--- src/rtl/image_src_arbiter_pkg.sv ---
// Shared image definitions: frame geometry, pixel width, arbiter state
// encoding and counter widths, also used by the Load_image block.
package image_src_arbiter_pkg;

   localparam int unsigned WIDTH_D   = 24;
   localparam int unsigned IMG_ROW   = 224;
   localparam int unsigned IMG_COL   = 224;
   localparam int unsigned IMG_SIZE  = IMG_ROW * IMG_COL;

   localparam int unsigned PIX_CNT_W = 16;
   localparam int unsigned GAP_CNT_W = 8;
   localparam int unsigned FRM_CNT_W = 8;

   typedef enum logic [1:0] {
      ST_IDLE  = 2'd0,
      ST_START = 2'd1,
      ST_XFER  = 2'd2,
      ST_GAP   = 2'd3
   } state_e;

   typedef enum logic {
      SRC0 = 1'b0,
      SRC1 = 1'b1
   } src_e;

endpackage

--- src/rtl/rr_arb2.sv ---
// Two-requester round-robin picker; the last-served register is updated
// only while the frame-start state is active.
module rr_arb2
   import image_src_arbiter_pkg::*;
(
   input  logic i_clk,
   input  logic i_rst_n,
   input  logic i_req0,
   input  logic i_req1,
   input  logic i_upd,
   input  src_e i_served,
   output src_e o_pick
);

   src_e last_q;
   src_e last_d;

   always_comb begin
      last_d = last_q;
      if (i_upd) begin
         last_d = i_served;
      end
   end

   // Reset value "source 1 served last" lets source 0 win the first tie.
   always_ff @(posedge i_clk or negedge i_rst_n) begin
      if (!i_rst_n) begin
         last_q <= SRC1;
      end else begin
         last_q <= last_d;
      end
   end

   always_comb begin
      o_pick = SRC0;
      if (i_req0 && i_req1) begin
         o_pick = (last_q == SRC1) ? SRC0 : SRC1;
      end else if (i_req1) begin
         o_pick = SRC1;
      end
   end

endmodule

--- src/rtl/image_src_arbiter.sv ---
// Frame-level arbiter between two pixel sources feeding one image loader:
// grants whole frames, forwards the owner's pixels, enforces an inter-frame gap.
module image_src_arbiter #(
   parameter int unsigned WIDTH_D = image_src_arbiter_pkg::WIDTH_D,
   parameter int unsigned IMG_ROW = image_src_arbiter_pkg::IMG_ROW,
   parameter int unsigned IMG_COL = image_src_arbiter_pkg::IMG_COL,
   parameter int unsigned GAP_CYC = 16
) (
   input  logic               i_sclk,
   input  logic               i_rstn,
   input  logic               i_req0,
   input  logic               i_req1,
   input  logic               i_vld0,
   input  logic               i_vld1,
   input  logic [WIDTH_D-1:0] i_data0,
   input  logic [WIDTH_D-1:0] i_data1,
   input  logic               i_abort,
   output logic               o_rdy0,
   output logic               o_rdy1,
   output logic               o_gnt0,
   output logic               o_gnt1,
   output logic               o_frame_rst,
   output logic               o_image_vld,
   output logic [WIDTH_D-1:0] o_image,
   output logic               o_busy,
   output logic [7:0]         o_frame_cnt
);

   import image_src_arbiter_pkg::*;

   localparam logic [PIX_CNT_W-1:0] LAST_IDX = PIX_CNT_W'(IMG_ROW * IMG_COL - 1);
   localparam logic [GAP_CNT_W-1:0] GAP_LAST = GAP_CNT_W'(GAP_CYC - 1);

   logic rst_meta_q;
   logic rst_sync_q;

   state_e               state_q,     state_d;
   src_e                 owner_q,     owner_d;
   logic [PIX_CNT_W-1:0] pix_cnt_q,   pix_cnt_d;
   logic [GAP_CNT_W-1:0] gap_cnt_q,   gap_cnt_d;
   logic [FRM_CNT_W-1:0] frame_cnt_q, frame_cnt_d;
   logic                 gnt0_q,      gnt0_d;
   logic                 gnt1_q,      gnt1_d;
   logic                 frame_rst_q, frame_rst_d;
   logic                 image_vld_q, image_vld_d;
   logic [WIDTH_D-1:0]   image_q,     image_d;

   src_e               pick;
   logic               own_vld;
   logic [WIDTH_D-1:0] own_data;
   logic               accept;
   logic               start_st;

   // Release is seen two edges late; assertion still clears everything at once.
   always_ff @(posedge i_sclk or negedge i_rstn) begin
      if (!i_rstn) begin
         rst_meta_q <= 1'b0;
         rst_sync_q <= 1'b0;
      end else begin
         rst_meta_q <= 1'b1;
         rst_sync_q <= rst_meta_q;
      end
   end

   assign start_st = (state_q == ST_START);

   rr_arb2 u_rr_arb2 (
      .i_clk    (i_sclk),
      .i_rst_n  (i_rstn),
      .i_req0   (i_req0),
      .i_req1   (i_req1),
      .i_upd    (start_st),
      .i_served (owner_q),
      .o_pick   (pick)
   );

   always_comb begin
      own_vld  = i_vld0;
      own_data = i_data0;
      if (owner_q == SRC1) begin
         own_vld  = i_vld1;
         own_data = i_data1;
      end
   end

   assign accept = (state_q == ST_XFER) && own_vld;

   always_comb begin
      state_d     = state_q;
      owner_d     = owner_q;
      pix_cnt_d   = pix_cnt_q;
      gap_cnt_d   = gap_cnt_q;
      frame_cnt_d = frame_cnt_q;
      gnt0_d      = gnt0_q;
      gnt1_d      = gnt1_q;
      frame_rst_d = 1'b0;
      image_vld_d = accept;
      image_d     = accept ? own_data : image_q;

      case (state_q)
         ST_IDLE: begin
            if (rst_sync_q && (i_req0 || i_req1)) begin
               owner_d     = pick;
               state_d     = ST_START;
               frame_rst_d = 1'b1;
               gnt0_d      = (pick == SRC0);
               gnt1_d      = (pick == SRC1);
            end
         end
         ST_START: begin
            pix_cnt_d = '0;
            if (i_abort) begin
               state_d     = ST_GAP;
               gap_cnt_d   = '0;
               frame_rst_d = 1'b1;
               gnt0_d      = 1'b0;
               gnt1_d      = 1'b0;
            end else begin
               state_d = ST_XFER;
            end
         end
         ST_XFER: begin
            if (accept) begin
               pix_cnt_d = pix_cnt_q + 1'b1;
            end
            // Abort takes priority even when it lands on the final pixel.
            if (i_abort) begin
               state_d     = ST_GAP;
               gap_cnt_d   = '0;
               frame_rst_d = 1'b1;
               gnt0_d      = 1'b0;
               gnt1_d      = 1'b0;
            end else if (accept && (pix_cnt_q == LAST_IDX)) begin
               state_d     = ST_GAP;
               gap_cnt_d   = '0;
               frame_cnt_d = frame_cnt_q + 1'b1;
               gnt0_d      = 1'b0;
               gnt1_d      = 1'b0;
            end
         end
         ST_GAP: begin
            if (gap_cnt_q == GAP_LAST) begin
               state_d = ST_IDLE;
            end else begin
               gap_cnt_d = gap_cnt_q + 1'b1;
            end
         end
         default: begin
            state_d = ST_IDLE;
         end
      endcase
   end

   always_ff @(posedge i_sclk or negedge i_rstn) begin
      if (!i_rstn) begin
         state_q     <= ST_IDLE;
         owner_q     <= SRC0;
         pix_cnt_q   <= '0;
         gap_cnt_q   <= '0;
         frame_cnt_q <= '0;
         gnt0_q      <= 1'b0;
         gnt1_q      <= 1'b0;
         frame_rst_q <= 1'b0;
         image_vld_q <= 1'b0;
         image_q     <= '0;
      end else begin
         state_q     <= state_d;
         owner_q     <= owner_d;
         pix_cnt_q   <= pix_cnt_d;
         gap_cnt_q   <= gap_cnt_d;
         frame_cnt_q <= frame_cnt_d;
         gnt0_q      <= gnt0_d;
         gnt1_q      <= gnt1_d;
         frame_rst_q <= frame_rst_d;
         image_vld_q <= image_vld_d;
         image_q     <= image_d;
      end
   end

   assign o_rdy0      = (state_q == ST_XFER) && (owner_q == SRC0);
   assign o_rdy1      = (state_q == ST_XFER) && (owner_q == SRC1);
   assign o_gnt0      = gnt0_q;
   assign o_gnt1      = gnt1_q;
   assign o_frame_rst = frame_rst_q;
   assign o_image_vld = image_vld_q;
   assign o_image     = image_q;
   assign o_busy      = (state_q != ST_IDLE);
   assign o_frame_cnt = frame_cnt_q;

endmodule
--- config.mk ---
export PLATFORM = sky130hd
export DESIGN_NAME = image_src_arbiter
export DESIGN_NICKNAME = d
export VERILOG_FILES = /design/src/rtl/image_src_arbiter_pkg.sv /design/src/rtl/rr_arb2.sv /design/src/rtl/image_src_arbiter.sv
export SDC_FILE = /design/constraint.sdc
export NUM_CORES = 1
export LEC_CHECK = 0
export ABC_CLOCK_PERIOD_IN_PS = 2380
export BUFFER_PORTS_ARGS = -buffer_cell sky130_fd_sc_hd__buf_2
export CORE_UTILIZATION = 24
export DETAILED_ROUTE_END_ITERATION = 8
export SLEW_MARGIN = 20
export SYNTH_ARGS = -nofsm -noshare
export SYNTH_HDL_FRONTEND = slang
export SYNTH_SLANG_ARGS = --single-unit
--- constraint.sdc ---
create_clock -name i_sclk -period 2.38 [get_ports i_sclk]
set_clock_uncertainty 0.15 [all_clocks]
set_input_delay 0.238 -clock i_sclk [delete_from_list [all_inputs] [get_ports i_sclk]]
set_output_delay 0.238 -clock i_sclk [all_outputs]
set_load 0.02 [all_outputs]
==> out/summary.txt <==
hold endpoint = o_image[13]$_DFFE_PN0P_
Rows = 42
HPWL after DPL = 5480 µm
slowest stage cell on the critical path = a311oi_1
final std cells w/o fill = 599
Detailed Route WL = 7570 µm
Worst-Skew Late Latency = 0.34 ns
DRC = 0
Fillers = 1392
Worst setup EP type = register
Net Count, Synth = 383
Yosys warning count = 0
Ports = 94
CP Cell Sequence = inv_1 > ha_1 > inv_1 > nor3b_4 > buf_4 > a311oi_1 > buf_4 > o21ai_0 > o211ai_1
sequential-to-total area share from yosys stat = 0.502
Yosys cell types = 50
crit-path max cell delay = 0.53 ns
diodes inserted = 0
Synth Register Bits = 66
largest net degree at the start of global routing = 49
Syn Std Cell Area = 0.00330 mm²
gpl congestion = 0.735
Final Max Tran Viols = 0
worst-margin pin slew = 0.679 ns
max-cap violations = 0
CTS Buf Count = 9
Final Net Count = 480
DR vias/cell = 4.44
first-pass GRT wire length = 12800 µm
syn avg cell area = 10.3 µm²
vias in the first global route = 2681
Worst slew margin = 0.547
unrepaired setup endpoints after global routing = false
fin crit share = 0.962
setup bufs post-CTS = 0
asr flop ratio synth = 1.00
number of cells produced by synthesis = 321
placed inst area = 0.00398 mm²
final instance area = 0.00432 mm²
worst-path fanout max = 5
Worst Hold Depth = 3
Detail Route Antenna Nets = 0
starting density of the core = 0.248
WS Path Type = reg -> reg
Die Ht = 119 µm
Via Count = 2659
Crit Reg-Reg Startpoint = state_q[0]$_DFFE_PN0P_
Port-buffer cells = 93
worst path arrival time = 2.38 ns
1st-iter DRT viols = 114
crit path launch type = register
total clock sinks = 66
minimum clock period = 2.29 ns
cell area power density = 1150 mW/mm²
Static Leak = 0.00213 µW
ys flop type = dfrtp_1
worst hold-check path type = in -> reg
Max VDD drop = 475 µV
Worst R2R Path Depth = 9
Max clock buf depth = 2
FF-to-FF setup slack = 0.09 ns
RR Endpoint = gap_cnt_q[1]$_DFFE_PN0P_
status = finished clean
setup violators final = 0
CTS clock-pin slew for the worst setup and hold paths = 0.06 ns
Avg WL per Cell = 12.6 µm
Hold Fails Final Rpt = 0
Crit path required time = 2.47 ns
area delta synth->final = 31.1%
CTS tree = done
All-Layer GR Usage = 0.117
clock root buffer = clkbuf_16
initial antenna violation count = 0
DIE AREA = 0.0142 mm²
TNS Setup = 0 ns
H-Tree Depth = 3
Peak Freq = 437 MHz
share of cells above drive strength 1 = 0.310
chip width = 119 µm
min-delay src = i_data0[13]
most frequent cells in the layout = 93 x buf_2, 65 x dfrtp_1, 42 x nand2_1, 34 x o21ai_0, 26 x mux2i_1
Core ar. = 0.0133 mm²
Post-synth EDFFs = 0
Detailed Routing Iterations Pass 1 = 4
most common cell after layout, fill and taps aside = buf_2
placed instance count = 582
grt ovf = 0
metal layers:
layer  routed length [µm]  GRT usage  up-vias
li1                     -          -     1328
met1                 3560      0.141     1235
met2                 3390      0.184       89
met3                  520     0.0493        7
met4                  102     0.0403        0
met5                    0          0        -
cell usage after synthesis (2+ instances only):
library cell  instances  area, µm²
nor4_1                4       25.0
nor4b_1               3       26.3
o211ai_1              3       22.5
inv_1                 8       30.0
nand3_1              13       65.1
o21ai_0              34        170
buf_2                 5       25.0
dfrtp_1              65       1630
xnor2_1              16        140
mux2_2                3       33.8
or3_1                 2       12.5
nor3_1                2       10.0
nand4_1               7       43.8
nand2_1              42        158
and4b_1               2       20.0
and4_1                2       17.5
nand4b_1              2       17.5
a211o_1               3       26.3
a21oi_1               7       35.0
xor2_1                3       26.3
mux2i_1              26        260
or2_2                 3       18.8
ha_1                  7       87.6
clkbuf_1              9       33.8
nor3b_1               3       22.5
and3_1                7       43.8
nor2_1               17       63.8
what timing repair did:
action	in CTS	in global routing
gates resized for setup	0	1
setup endpoints to repair	0	3
hold buffers	1	0
endpoints found under the hold margin	22	0
sequential cells by signal, summed over array words and instances, names as in the netlist:
name / count
rst_meta_q: 1
owner_q: 1
o_gnt0: 1
gap_cnt_q: 8
o_image: 24
u_rr_arb2.last_q: 1
rst_sync_q: 1
o_frame_rst: 1
pix_cnt_q: 16
o_frame_cnt: 8
o_image_vld: 1
o_gnt1: 1
state_q: 2
how the worst max path moves through the flow:
stage	startpoint	to	slack (ns)	cells past startpoint
3_5_place_dp	state_q[0]$_DFFE_PN0P_	gap_cnt_q[1]$_DFFE_PN0P_	0.14	9
3_3_place_gp	state_q[0]$_DFFE_PN0P_	gap_cnt_q[6]$_DFFE_PN0P_	0.24	7
4_1_cts	state_q[0]$_DFFE_PN0P_	gap_cnt_q[1]$_DFFE_PN0P_	0.12	9
5_1_grt	state_q[0]$_DFFE_PN0P_	gap_cnt_q[1]$_DFFE_PN0P_	0.01	9
2_1_floorplan	state_q[0]$_DFFE_PN0P_	o_gnt0$_DFFE_PN0P_	0.26	9
6_report	state_q[0]$_DFFE_PN0P_	gap_cnt_q[1]$_DFFE_PN0P_	0.09	9
logic make-up after synthesis:
kind of cell | Yosys count | synth area share
flops | 66 | 0.502
buf+inv | 24 | 0.0304
other cells | 1 | 0.00114
compound gates | 56 | 0.101
fa+ha+maj | 7 | 0.0266
simple gates | 117 | 0.192
mux | 31 | 0.0972
xor+xnor | 19 | 0.0505
report_power, final:
part	switching [µW]	leakage, µW	internal [µW]
combinational	1200	0.00110	708
clock	503	0.000163	948
sequential	174	0.000865	1420
total	1870	0.00213	3080
layout make-up:
cell class	count	area [µm²]	area share
Clock buffer	10	239	0.0553
Clock inverter	6	87.6	0.0203
Inverter	8	30.0	0.00695
Multi-Input combinational cell	231	1540	0.357
Sequential cell	66	1650	0.382
Tap cell	176	220	0.0510
Timing Repair Buffer	102	548	0.127
critical path: cells and delay by family, from the launching register on:
family	cells	cell delay, ns
AND/OR/NAND/NOR	1	0.07
adder cells (fa/ha/maj)	1	0.22
flip-flops	1	0.41
buffers and inverters	4	0.61
AO/OA/AOI/OAI	3	0.72
metrics by stage:
stage / total power, µW / utilization / hold WS [ns] / setup slack [ns]
final: 4950 / 0.325 / 0.0415 / 0.0912
after detailed placement: 3540 / 0.300 / 0.134 / 0.139
after CTS: 5040 / 0.325 / 0.0244 / 0.122
after global routing: 5310 / 0.325 / 0.0465 / 0.0146
after global placement: 3480 / 0.300 / 0.120 / 0.239
after floorplan: 2920 / - / -0.208 / 0.259
Note: power is estimated with default switching activity, not from simulation.
